<file path="src/rtl/traffic_pkg.sv">
// Encodings shared between the intersection light controller and its input stages.
package traffic_pkg;

  typedef enum logic [1:0] {
    RED          = 2'b00,
    YELLOW       = 2'b01,
    GREEN        = 2'b10,
    BLINKING_RED = 2'b11
  } light_t;

  typedef enum logic [2:0] {
    ST_A_GREEN   = 3'd0,
    ST_A_YELLOW  = 3'd1,
    ST_ALL_RED_A = 3'd2,
    ST_B_GREEN   = 3'd3,
    ST_B_YELLOW  = 3'd4,
    ST_ALL_RED_B = 3'd5,
    ST_FAULT     = 3'd6
  } state_t;

  localparam int NUM_SENSORS = 4;
  localparam int SEN_CAR_A   = 0;
  localparam int SEN_CAR_B   = 1;
  localparam int SEN_BTN_A   = 2;
  localparam int SEN_BTN_B   = 3;

  function automatic logic is_green(input logic [1:0] light);
    return light == GREEN;
  endfunction

endpackage

</file>
<file path="src/rtl/sensor_debounce.sv">
// Two-flop synchroniser followed by a counting debouncer; emits the debounced
// level and a one-cycle pulse on each debounced rising edge.
module sensor_debounce #(
  parameter int DEBOUNCE_CYCLES = 4,
  parameter int CNT_W           = 4
) (
  input  logic CLK,
  input  logic RST,
  input  logic raw,
  output logic level,
  output logic rise
);

  localparam logic [CNT_W-1:0] CNT_LAST = CNT_W'(DEBOUNCE_CYCLES - 1);

  logic             sync1_reg;
  logic             sync2_reg;
  logic             stable_reg;
  logic             stable_next;
  logic             rise_reg;
  logic             rise_next;
  logic [CNT_W-1:0] cnt_reg;
  logic [CNT_W-1:0] cnt_next;

  always_comb begin
    stable_next = stable_reg;
    rise_next   = 1'b0;
    cnt_next    = '0;
    // Any sample agreeing with the stable value restarts the stability window.
    if (sync2_reg != stable_reg) begin
      if (cnt_reg == CNT_LAST) begin
        stable_next = sync2_reg;
        rise_next   = sync2_reg;
      end else begin
        cnt_next = cnt_reg + 1'b1;
      end
    end
  end

  always_ff @(posedge CLK or negedge RST) begin
    if (!RST) begin
      sync1_reg  <= 1'b0;
      sync2_reg  <= 1'b0;
      stable_reg <= 1'b0;
      rise_reg   <= 1'b0;
      cnt_reg    <= '0;
    end else begin
      sync1_reg  <= raw;
      sync2_reg  <= sync1_reg;
      stable_reg <= stable_next;
      rise_reg   <= rise_next;
      cnt_reg    <= cnt_next;
    end
  end

  assign level = stable_reg;
  assign rise  = rise_reg;

endmodule

</file>
<file path="src/rtl/traffic_request_conditioner.sv">
// Conditions loop detectors and push-buttons into latched per-road service
// requests and pedestrian wait lamps, cleared when the served road shows green.
module traffic_request_conditioner
  import traffic_pkg::*;
#(
  parameter int DEBOUNCE_CYCLES = 4,
  parameter int CNT_W           = 4
) (
  input  logic       CLK,
  input  logic       RST,
  input  logic       CAR_A_RAW,
  input  logic       CAR_B_RAW,
  input  logic       BTN_A_RAW,
  input  logic       BTN_B_RAW,
  input  logic [1:0] A,
  input  logic [1:0] B,
  output logic       SA,
  output logic       SB,
  output logic       WAIT_A,
  output logic       WAIT_B
);

  logic [NUM_SENSORS-1:0] raw_vec;
  logic [NUM_SENSORS-1:0] level_vec;
  logic [NUM_SENSORS-1:0] rise_vec;

  assign raw_vec[SEN_CAR_A] = CAR_A_RAW;
  assign raw_vec[SEN_CAR_B] = CAR_B_RAW;
  assign raw_vec[SEN_BTN_A] = BTN_A_RAW;
  assign raw_vec[SEN_BTN_B] = BTN_B_RAW;

  genvar gi;
  generate
    for (gi = 0; gi < NUM_SENSORS; gi++) begin : g_sensor
      sensor_debounce #(
        .DEBOUNCE_CYCLES(DEBOUNCE_CYCLES),
        .CNT_W          (CNT_W)
      ) u_debounce (
        .CLK  (CLK),
        .RST  (RST),
        .raw  (raw_vec[gi]),
        .level(level_vec[gi]),
        .rise (rise_vec[gi])
      );
    end
  endgenerate

  logic a_green;
  logic b_green;
  logic sa_reg, sa_next;
  logic sb_reg, sb_next;
  logic wait_a_reg, wait_a_next;
  logic wait_b_reg, wait_b_next;

  assign a_green = is_green(A);
  assign b_green = is_green(B);

  // Crossing A walks on road-B green (and vice versa), hence the cross-wiring
  // of buttons to requests. Clear dominates: a set during green is dropped.
  always_comb begin
    sa_next     = sa_reg | level_vec[SEN_CAR_A] | rise_vec[SEN_BTN_B];
    sb_next     = sb_reg | level_vec[SEN_CAR_B] | rise_vec[SEN_BTN_A];
    wait_a_next = wait_a_reg | rise_vec[SEN_BTN_A];
    wait_b_next = wait_b_reg | rise_vec[SEN_BTN_B];
    if (a_green) begin
      sa_next     = 1'b0;
      wait_b_next = 1'b0;
    end
    if (b_green) begin
      sb_next     = 1'b0;
      wait_a_next = 1'b0;
    end
  end

  always_ff @(posedge CLK or negedge RST) begin
    if (!RST) begin
      sa_reg     <= 1'b0;
      sb_reg     <= 1'b0;
      wait_a_reg <= 1'b0;
      wait_b_reg <= 1'b0;
    end else begin
      sa_reg     <= sa_next;
      sb_reg     <= sb_next;
      wait_a_reg <= wait_a_next;
      wait_b_reg <= wait_b_next;
    end
  end

  assign SA     = sa_reg;
  assign SB     = sb_reg;
  assign WAIT_A = wait_a_reg;
  assign WAIT_B = wait_b_reg;

endmodule

</file>
<file path="config.mk">
export PLATFORM = sky130hd
export DESIGN_NAME = traffic_request_conditioner
export DESIGN_NICKNAME = d
export VERILOG_FILES = /design/src/rtl/traffic_pkg.sv /design/src/rtl/sensor_debounce.sv /design/src/rtl/traffic_request_conditioner.sv
export SDC_FILE = /design/constraint.sdc
export NUM_CORES = 1
export LEC_CHECK = 0
export ABC_CLOCK_PERIOD_IN_PS = 1560
export CAP_MARGIN = 10
export CORE_MARGIN = 1.5
export CORE_UTILIZATION = 54
export DETAILED_ROUTE_END_ITERATION = 8
export PLACE_DENSITY = 0.89
export SYNTH_ARGS = -nofsm -noshare
export SYNTH_HDL_FRONTEND = slang
export SYNTH_SLANG_ARGS = --single-unit
export TNS_END_PERCENT = 50
</file>
<file path="constraint.sdc">
create_clock -name CLK -period 1.56 [get_ports CLK]
set_input_delay 0.39 -clock CLK [delete_from_list [all_inputs] [get_ports CLK]]
set_output_delay 0.39 -clock CLK [all_outputs]
set_load 0.03 [all_outputs]
</file>
==> metrics.txt <==
Worst VDD drop=around 1100 uV; Post-Syn Area=1340 sq um; flop2flop setup slack=around 0.24 ns; slew margin rel.=0.719; max-slew violations=0; die height=52.8 um; HP Class=reg2reg; Crit Path Category=reg2out; Final setup viols=0; complex-gate fraction of the synthesized area=0.0299; DR WL/cell=between 10 and 15 um; insertion delay to the later sink of the worst-skew pair=0.33 ns; CP Capture Type=primary output; Worst path max stage delay=~0.40 ns; fin nets=approximately 130; Hold Path Stages=0; number of flip-flops under the largest register name=16; CP Launch Type=flip-flop; Post-Route WL=~2.2 mm; Post-Syn Area per Cell=13.7 sq um; Post-DRT Antenna Nets=0; antenna violations before repair=0; Die ar.=2790 sq um; hpwl dp=between 1.5 and 2 mm; Final Util=0.694; TritonRoute pass-1 iters=4; final hold vios=0; Core Rows=17; Final Critical Period=~1.5 ns; r2r startpoint=g_sensor[3].u_debounce.cnt_reg[0]; fmax=676 MHz; Clock transition at path regs=about 0.090 ns; worst reg2reg path endpoint=g_sensor[3].u_debounce.level; share of post-route cells with drive strength above 1=0.183; status=finished clean; vias per cell=roughly 5.5; IO buf count=13; clock skew=0.0111 ns; yosys synthesis warning count=0; Slowest cell on crit path=dlygate4sd2_1; grt ovf=0; Gate Count Post-Synth=98; setup TNS=0 ns; CTS tree=done; Critical Path RT=about 1.2 ns; hold_sp=g_sensor[3].u_debounce.sync1_reg; DRC viols=0; power per cell area=about 1400 nW/um^2; area added between synthesis and finish=17.9%; Initial DRC Count=14; RSZ-0062 raised after global routing=false; Hold Crit Endpoint=g_sensor[3].u_debounce.sync2_reg; largest net degree at the start of global routing=35; Sink Count=34; critical path data arrival time=1.09 ns; Synth Area in Adders=0.0374; Synth Register Bits=34; Top Ports=14; Clock Tree Root=clkbuf_4; syn nets=around 110; R2R depth=3; max-cap viol count=0; total number of vias=a little over 800; Slew @ Worst Pin=approximately 0.42 ns; Crit Path Max Fanout=2; CP Buf/Inv Count=1; Core Region=about 2300 sq um; Starting Density=0.588; Netlist cell types=15; CP delay by family, top=buffers and inverters; first-pass GRT wire length=roughly 3.9 mm; largest family of logic cells by synthesized area=simple AND/OR/NAND/NOR gates; vias in the first global route=around 900; Clock Path Buffers=2; routability-driven placement congestion ratio=around 0.69; sequential share of the synthesized area=0.636; CP cell instances=dlygate4sd2_1; mux contribution to synthesized area=0.0336; number of buffers created by CTS=5; Final Cycle Share=0.948; Total GRT Usage=0.202; number of diodes=0; Post-Synth XOR/XNOR Area=0.0262; H-tree levels=2; cell leakage power=0.000711 uW; Die X=52.8 um; fraction of the mapped netlist area in simple logic gates=0.237
==> cells in the mapped netlist (all sizes together) <==
cell type / n / area [sq um]
dfrtp: 34 / 851
nor2: 10 / 37.5
a21oi: 8 / 40.0
nor3: 6 / 30.0
and4: 4 / 35.0
ha: 4 / 50.1
mux2: 4 / 45.0
nand2b: 4 / 25.0
nand3b: 4 / 30.0
nor2b: 4 / 25.0
nor3b: 4 / 50.1
nor4: 4 / 50.1
xnor2: 4 / 35.0
and2b: 2 / 17.5
and3b: 2 / 17.5
==> metrics by stage <==
| step | setup slack [ns] | total power [uW] | instance area [sq um] | std cells | hold slack [ns] |
|---|---|---|---|---|---|
| 2_1_floorplan | 0.371 | 1610 | 1340 | 98 | 0.0944 |
| 3_3_place_gp | 0.184 | 1770 | 1520 | 140 | 0.334 |
| 3_5_place_dp | 0.146 | 1840 | 1520 | 140 | 0.344 |
| 4_1_cts | 0.0470 | 2310 | 1580 | 148 | 0.366 |
| 5_1_grt | 0.0246 | 2430 | 1580 | 148 | 0.369 |
| 6_report | 0.0811 | 2270 | 1580 | 148 | 0.362 |
==> routing by layer <==
layer  GRT usage  vias to the layer above  wire [um]
met4      0.0812                        0         43
li1            -                      392          -
met1       0.225                      403        929
met5           0                        -          0
met2       0.340                       14       1140
met3      0.0857                        4         95
==> area by class of cell <==
| cell class | instances | area [sq um] |
|---|---|---|
| fill | 163 | 697 |
| multi-input combinational | 64 | 488 |
| tap | 28 | 35.0 |
| sequential | 34 | 851 |
| timing repair buffer | 14 | 145 |
| clock buffer | 7 | 55.1 |
| clock inverter | 1 | 5.00 |
==> placed cells by master (no fill, tap or decap) <==
| cell | n |
|---|---|
| clkinv_2 | 1 |
| nor3_1 | 6 |
| nor4_2 | 4 |
| nor3b_2 | 4 |
| nand2b_1 | 4 |
| buf_12 | 1 |
| clkbuf_4 | 5 |
| nand3b_1 | 4 |
| and2b_2 | 2 |
| mux2_2 | 4 |
| dfrtp_1 | 34 |
| ha_1 | 4 |
| nor2b_1 | 4 |
| and4_1 | 4 |
| dlygate4sd2_1 | 4 |
| clkdlybuf4s50_1 | 9 |
| xnor2_1 | 4 |
| a21oi_1 | 8 |
| nor2_1 | 10 |
| clkbuf_1 | 1 |
| clkbuf_8 | 1 |
| and3b_1 | 2 |
==> timing repair <==
item,in CTS,in global routing
hold buffers,0,0
buffers inserted,0,0
gates resized for setup,4,0
endpoints found under the setup margin,4,0
==> worst max-delay path by stage <==
stage / from / end / slack (ns) / depth (start not counted)
2_1_floorplan: g_sensor[2].u_debounce.cnt_reg[0] / g_sensor[2].u_debounce.level / 0.37 / 3
3_3_place_gp: SA / SA / 0.18 / 1
3_5_place_dp: WAIT_A / WAIT_A / 0.15 / 1
4_1_cts: WAIT_A / WAIT_A / 0.05 / 1
5_1_grt: WAIT_A / WAIT_A / 0.02 / 1
6_report: WAIT_B / WAIT_B / 0.08 / 1
==> where the power goes <==
group          internal (uW)  switching (uW)  total, uW
Clock                    218             270        489
Sequential              1060             141       1200
Combinational            284             295        579
Total                   1570             706       2270
==> cells by family after synthesis <==
logic type | after synthesis
AO/OA/AOI/OAI | 8
adder cells (fa/ha/maj) | 4
XOR/XNOR | 4
flip-flops | 34
AND/OR/NAND/NOR | 44
multiplexers | 4
Note: power is estimated with default switching activity, not from simulation.
==> RTL change 1: new RTL, config.mk and constraints unchanged <==
`CNT_W` is set to 4 in 2 places; all go to 6.
--- a/src/rtl/sensor_debounce.sv
+++ b/src/rtl/sensor_debounce.sv
@@ -4,3 +4,3 @@
   parameter int DEBOUNCE_CYCLES = 4,
-  parameter int CNT_W           = 4
+  parameter int CNT_W           = 6
 ) (
--- a/src/rtl/traffic_request_conditioner.sv
+++ b/src/rtl/traffic_request_conditioner.sv
@@ -6,3 +6,3 @@
   parameter int DEBOUNCE_CYCLES = 4,
-  parameter int CNT_W           = 4
+  parameter int CNT_W           = 6
 ) (
Function: no difference found for any inputs over 10 cycles, from zero or initial values and one cycle with RST low; that may be too few to reach the edited logic, so the function may still have changed.
==> RTL change 1 against the unedited design <==
Via count rose by 33%. Critical endpoint is now g_sensor[3].u_debounce.level. Global-route usage fell by 2.5 points. Highest routed layer unchanged. Combinational power rose by 28%. Area after synthesis rose by 27%. Sequential cell count rose by 8. First-iteration DRC count rose to 2.9 times the old value. Setup slack got worse by 0.030 ns. Total power rose by 37%. Routed wire length rose by 18%. Synthesized cell count rose by 41%. Cell area rose by 29%.
==> RTL change 1: results <==
[outcome]
status = "finished clean"

[synthesis]
synth_xor_area_frac = 0.09765
ys_types = 22
synthesis.nets = 152
synthAdderAreaFrac = 0.02937
synthTopCellsByCount = "dfrtp_1 (42), nor2_1 (21), xor2_1 (12), nand3_1 (8), xnor2_1 (7)"
synth_compound_area_frac = 0.04699
syn_inst = 138
synthTopCellsByArea = "dfrtp_1 (62%), xor2_1 (6.2%), nor2_1 (4.6%), xnor2_1 (3.6%), ha_1 (2.9%)"
muxShareOfSynthArea = 0.03084
yosysWarnings = 0
ys_seq_area_frac = 0.6167

[timing]
worst_hold_slack_ns = 0.3570
finalCritPeriodShare = 0.9670
skew_ns = 0.01895
max_slew_margin = 0.6087

[layout]
fin_cells = 207
drive_above_1_share = 0.1472
largest_reg_flops = 24
fin_nets = 176

[clocking]
clockRootBuffer = "clkbuf_4"
cts_hold_buf = 1
clk_pin_slew_worst_paths_ns = 0.13

[setup_path]
end_kind = "register"
endpoint = "g_sensor[3].u_debounce.level"
crit_path_max_fanout = 3
r2r-end = "g_sensor[3].u_debounce.level"
critPathTopFamily = "simple AND/OR/NAND/NOR gates"
reg2reg_depth = 4
max_stage_delay_ns = 0.42
crit_slowest_cell = "or4_4"
reg2reg_slack_ns = 0.05

[placement]
dp.cells = 198
pre_cts_ws_ns = 0.01062
place_hpwl_um = 1935
placed_area_sq_mm = 0.001907
gp_congestion = 0.7686

[detailed_routing]
drtPass1Iterations = 4
drt-total-wl_um = 2603
via_count = 1083
initialDrtViolationCount = 41

[global_route]
grt_max_degree = 18
first_global_vias = 1043
grt_use_total = 0.1771
grt_pass1_wl_um = 4485

[power_and_ir_drop]
p_leak_nw = 0.9066
irDropWorstVdd_v = 0.0009781

[min_path]
min-delay-start = "g_sensor[2].u_debounce.sync1_reg"
holdPathEnd = "g_sensor[2].u_debounce.sync2_reg"
## RTL change 1: layer usage
| metal | up-vias | global-route usage | part of all wire |
|---|---|---|---|
| li1 | 523 | - | - |
| met4 | 0 | 0.07792 | 0.0088 |
| met3 | 4 | 0.06114 | 0.037 |
| met2 | 17 | 0.2635 | 0.48 |
| met1 | 539 | 0.2364 | 0.47 |
| met5 | - | 0 | 0 |
## RTL change 1: layout make-up
cell class,count,area (sq um)
clock buffers,6,51.30
clock inverters,2,60.06
fillers,209,992.2
multi-input cells,96,665.6
flip-flops and latches,42,1051
well taps,44,55.05
repair buffers,17,152.6
## RTL change 1: power breakdown
| group | internal, W | switching, W | leakage [nW] |
|---|---|---|---|
| clock | 0.000543 | 0.000331 | 0.0585 |
| combinational | 0.000373 | 0.000367 | 0.303 |
| sequential | 0.00130 | 0.000203 | 0.545 |
| total | 0.00222 | 0.000901 | 0.907 |
==> RTL change 2: new RTL, same settings <==
Without the edit above. Register the inputs `BTN_A_RAW` and `BTN_B_RAW` before use, cleared by the reset. The logic sees them one clock later. The other inputs are not delayed to match.
--- a/src/rtl/traffic_request_conditioner.sv
+++ b/src/rtl/traffic_request_conditioner.sv
@@ -22,2 +22,15 @@
 
+  logic BTN_A_RAW_q;
+  logic BTN_B_RAW_q;
+
+  always_ff @(posedge CLK or negedge RST) begin
+    if (!RST) begin
+      BTN_A_RAW_q <= '0;
+      BTN_B_RAW_q <= '0;
+    end else begin
+      BTN_A_RAW_q <= BTN_A_RAW;
+      BTN_B_RAW_q <= BTN_B_RAW;
+    end
+  end
+
   logic [NUM_SENSORS-1:0] raw_vec;
@@ -28,4 +41,4 @@
   assign raw_vec[SEN_CAR_B] = CAR_B_RAW;
-  assign raw_vec[SEN_BTN_A] = BTN_A_RAW;
-  assign raw_vec[SEN_BTN_B] = BTN_B_RAW;
+  assign raw_vec[SEN_BTN_A] = BTN_A_RAW_q;
+  assign raw_vec[SEN_BTN_B] = BTN_B_RAW_q;
 
Check against the original RTL: not equivalent (Yosys sat finds a counterexample within 10 cycles, from zero or initial values and one cycle with RST low).
==> RTL change 2 against the unedited design <==
Count of clock-buffer cells in the layout decreased by 1. Critical endpoint is now WAIT_A. Setup slack worse by 0.020 ns. Area after synthesis increased by 3.7%. Sequential cell count is 2 higher. Total power increased by 7.9%. Largest power group unchanged. Synthesized cell count grew 2.0%. Cell area increased by 4.4%. Routed wire length fell by 7.4%.
==> RTL change 2: results <==
[synthesis]
yosysWarnings = 0
synthesis.nets = 114
ys_types = 15
ys_seq_area_frac = 0.6486
synthTopCellsByArea = "dfrtp_1 (65%), ha_1 (3.6%), nor3b_2 (3.6%), nor4_2 (3.6%), mux2_2 (3.2%)"
avgSynthCellArea_sq_um = 13.89
synthArstFlopShare = 1.000
synthTopCellsByCount = "dfrtp_1 (36), nor2_1 (10), a21oi_1 (8), nor3_1 (6)"

[global_route]
grt_pass1_wl_um = 3553
grt_use_total = 0.1806
grt_max_degree = 37
grt_antenna_before_repair = 0

[clocking]
clk_pin_slew_worst_paths_ns = 0.10
clock_path_buffers = 2
tritoncts = "done"
clockRootBuffer = "clkbuf_4"
insertion_delay_ns = 0.34
cts_inserted_buffers = 5
cts_max_level = 2

[placement]
placed_area_sq_mm = 0.001577
gp_congestion = 0.7117
place_hpwl_um = 1449
port_buffers = 13
dp.cells = 144
pre_cts_ws_ns = 0.1608

[layout]
num-fill-cells = 170
largest_reg_flops = 16
multi_input_area_sq_um = 488.0
fin_nets = 135
n_antenna_cell = 0
drive_above_1_share = 0.1803

[setup_path]
worst_ep_arrival_time_ns = 1.11
max_stage_delay_ns = 0.40
crit_path_max_fanout = 2
critPathTopFamily = "buffers and inverters"
crit_slowest_cell = "dlygate4sd2_1"

[min_path]
min_path_type = "register to register"

[timing]
worst_pin_slew_ns = 0.4045
skew_ns = 0.009505

[power_and_ir_drop]
irDropWorstVdd_v = 0.001234
p_comb_w = 0.000566
p_leak_nw = 0.7409
p_int_w = 0.001733
comb_power_share = 0.231
powerSeq_w = 0.00126

[detailed_routing]
viasPerCell = 5.441
initialDrtViolationCount = 7
wl_per_cell_um = 13.48
via_count = 827
drtPass1Iterations = 4

[run]
maxCapViolCount = 0

[outcome]
status = "finished clean"
==> RTL change 2: changes by cell type in the layout (fill, tap and decap cells not counted) <==
cell and change:
dfrtp_1 +2, bufinv_16 +1, clkbuf_8 -1
==> RTL change 2: kinds of logic (layout without fill, tap and decap cells) <==
family,after synthesis,in the layout,share of synthesized area
flops,36,36,0.6486
mux,4,4,0.03243
simple gates,44,44,0.2288
xor+xnor,4,4,0.02522
buf+inv,0,22,0
fa+ha+maj,4,4,0.03604
compound gates,8,8,0.02883
==> RTL change 2: what timing repair did <==
item,4_1_cts,5_1_grt
endpoints found under the setup margin,4,0
setup buffers,0,0
resized for setup,4,0
==> RTL change 2: routing by layer <==
metal | vias up | wire length, um | global-route usage
li1 | 398 | - | -
met1 | 411 | 825 | 0.2106
met2 | 12 | 1085 | 0.2866
met3 | 6 | 89 | 0.07500
met4 | 0 | 48 | 0.08974
met5 | - | 0 | 0
==> RTL change 2: area by class of cell <==
cell class                 instances  share of cell area
sequential                        36              0.5467
clock buffer                       6             0.02506
clock inverter                     2             0.02126
multi-input combinational         64              0.2961
timing repair buffer              14             0.08808
tap                               30             0.02278
==> RTL change 2: final timing paths <==
| path | from | end | slack (ns) | cells past startpoint |
|---|---|---|---|---|
| max | WAIT_A | WAIT_A | 0.06 | 1 |
| min | g_sensor[1].u_debounce.sync1_reg | g_sensor[1].u_debounce.sync2_reg | 0.35 | 0 |
| max reg2reg | g_sensor[3].u_debounce.cnt_reg[0] | g_sensor[3].u_debounce.level | 0.23 | 3 |
| min reg2reg | g_sensor[1].u_debounce.sync1_reg | g_sensor[1].u_debounce.sync2_reg | 0.35 | 0 |
| max in group asynchronous | RST | g_sensor[1].u_debounce.cnt_reg[1] | 0.97 | 2 |
| min in group asynchronous | RST | g_sensor[3].u_debounce.cnt_reg[1] | 0.41 | 2 |
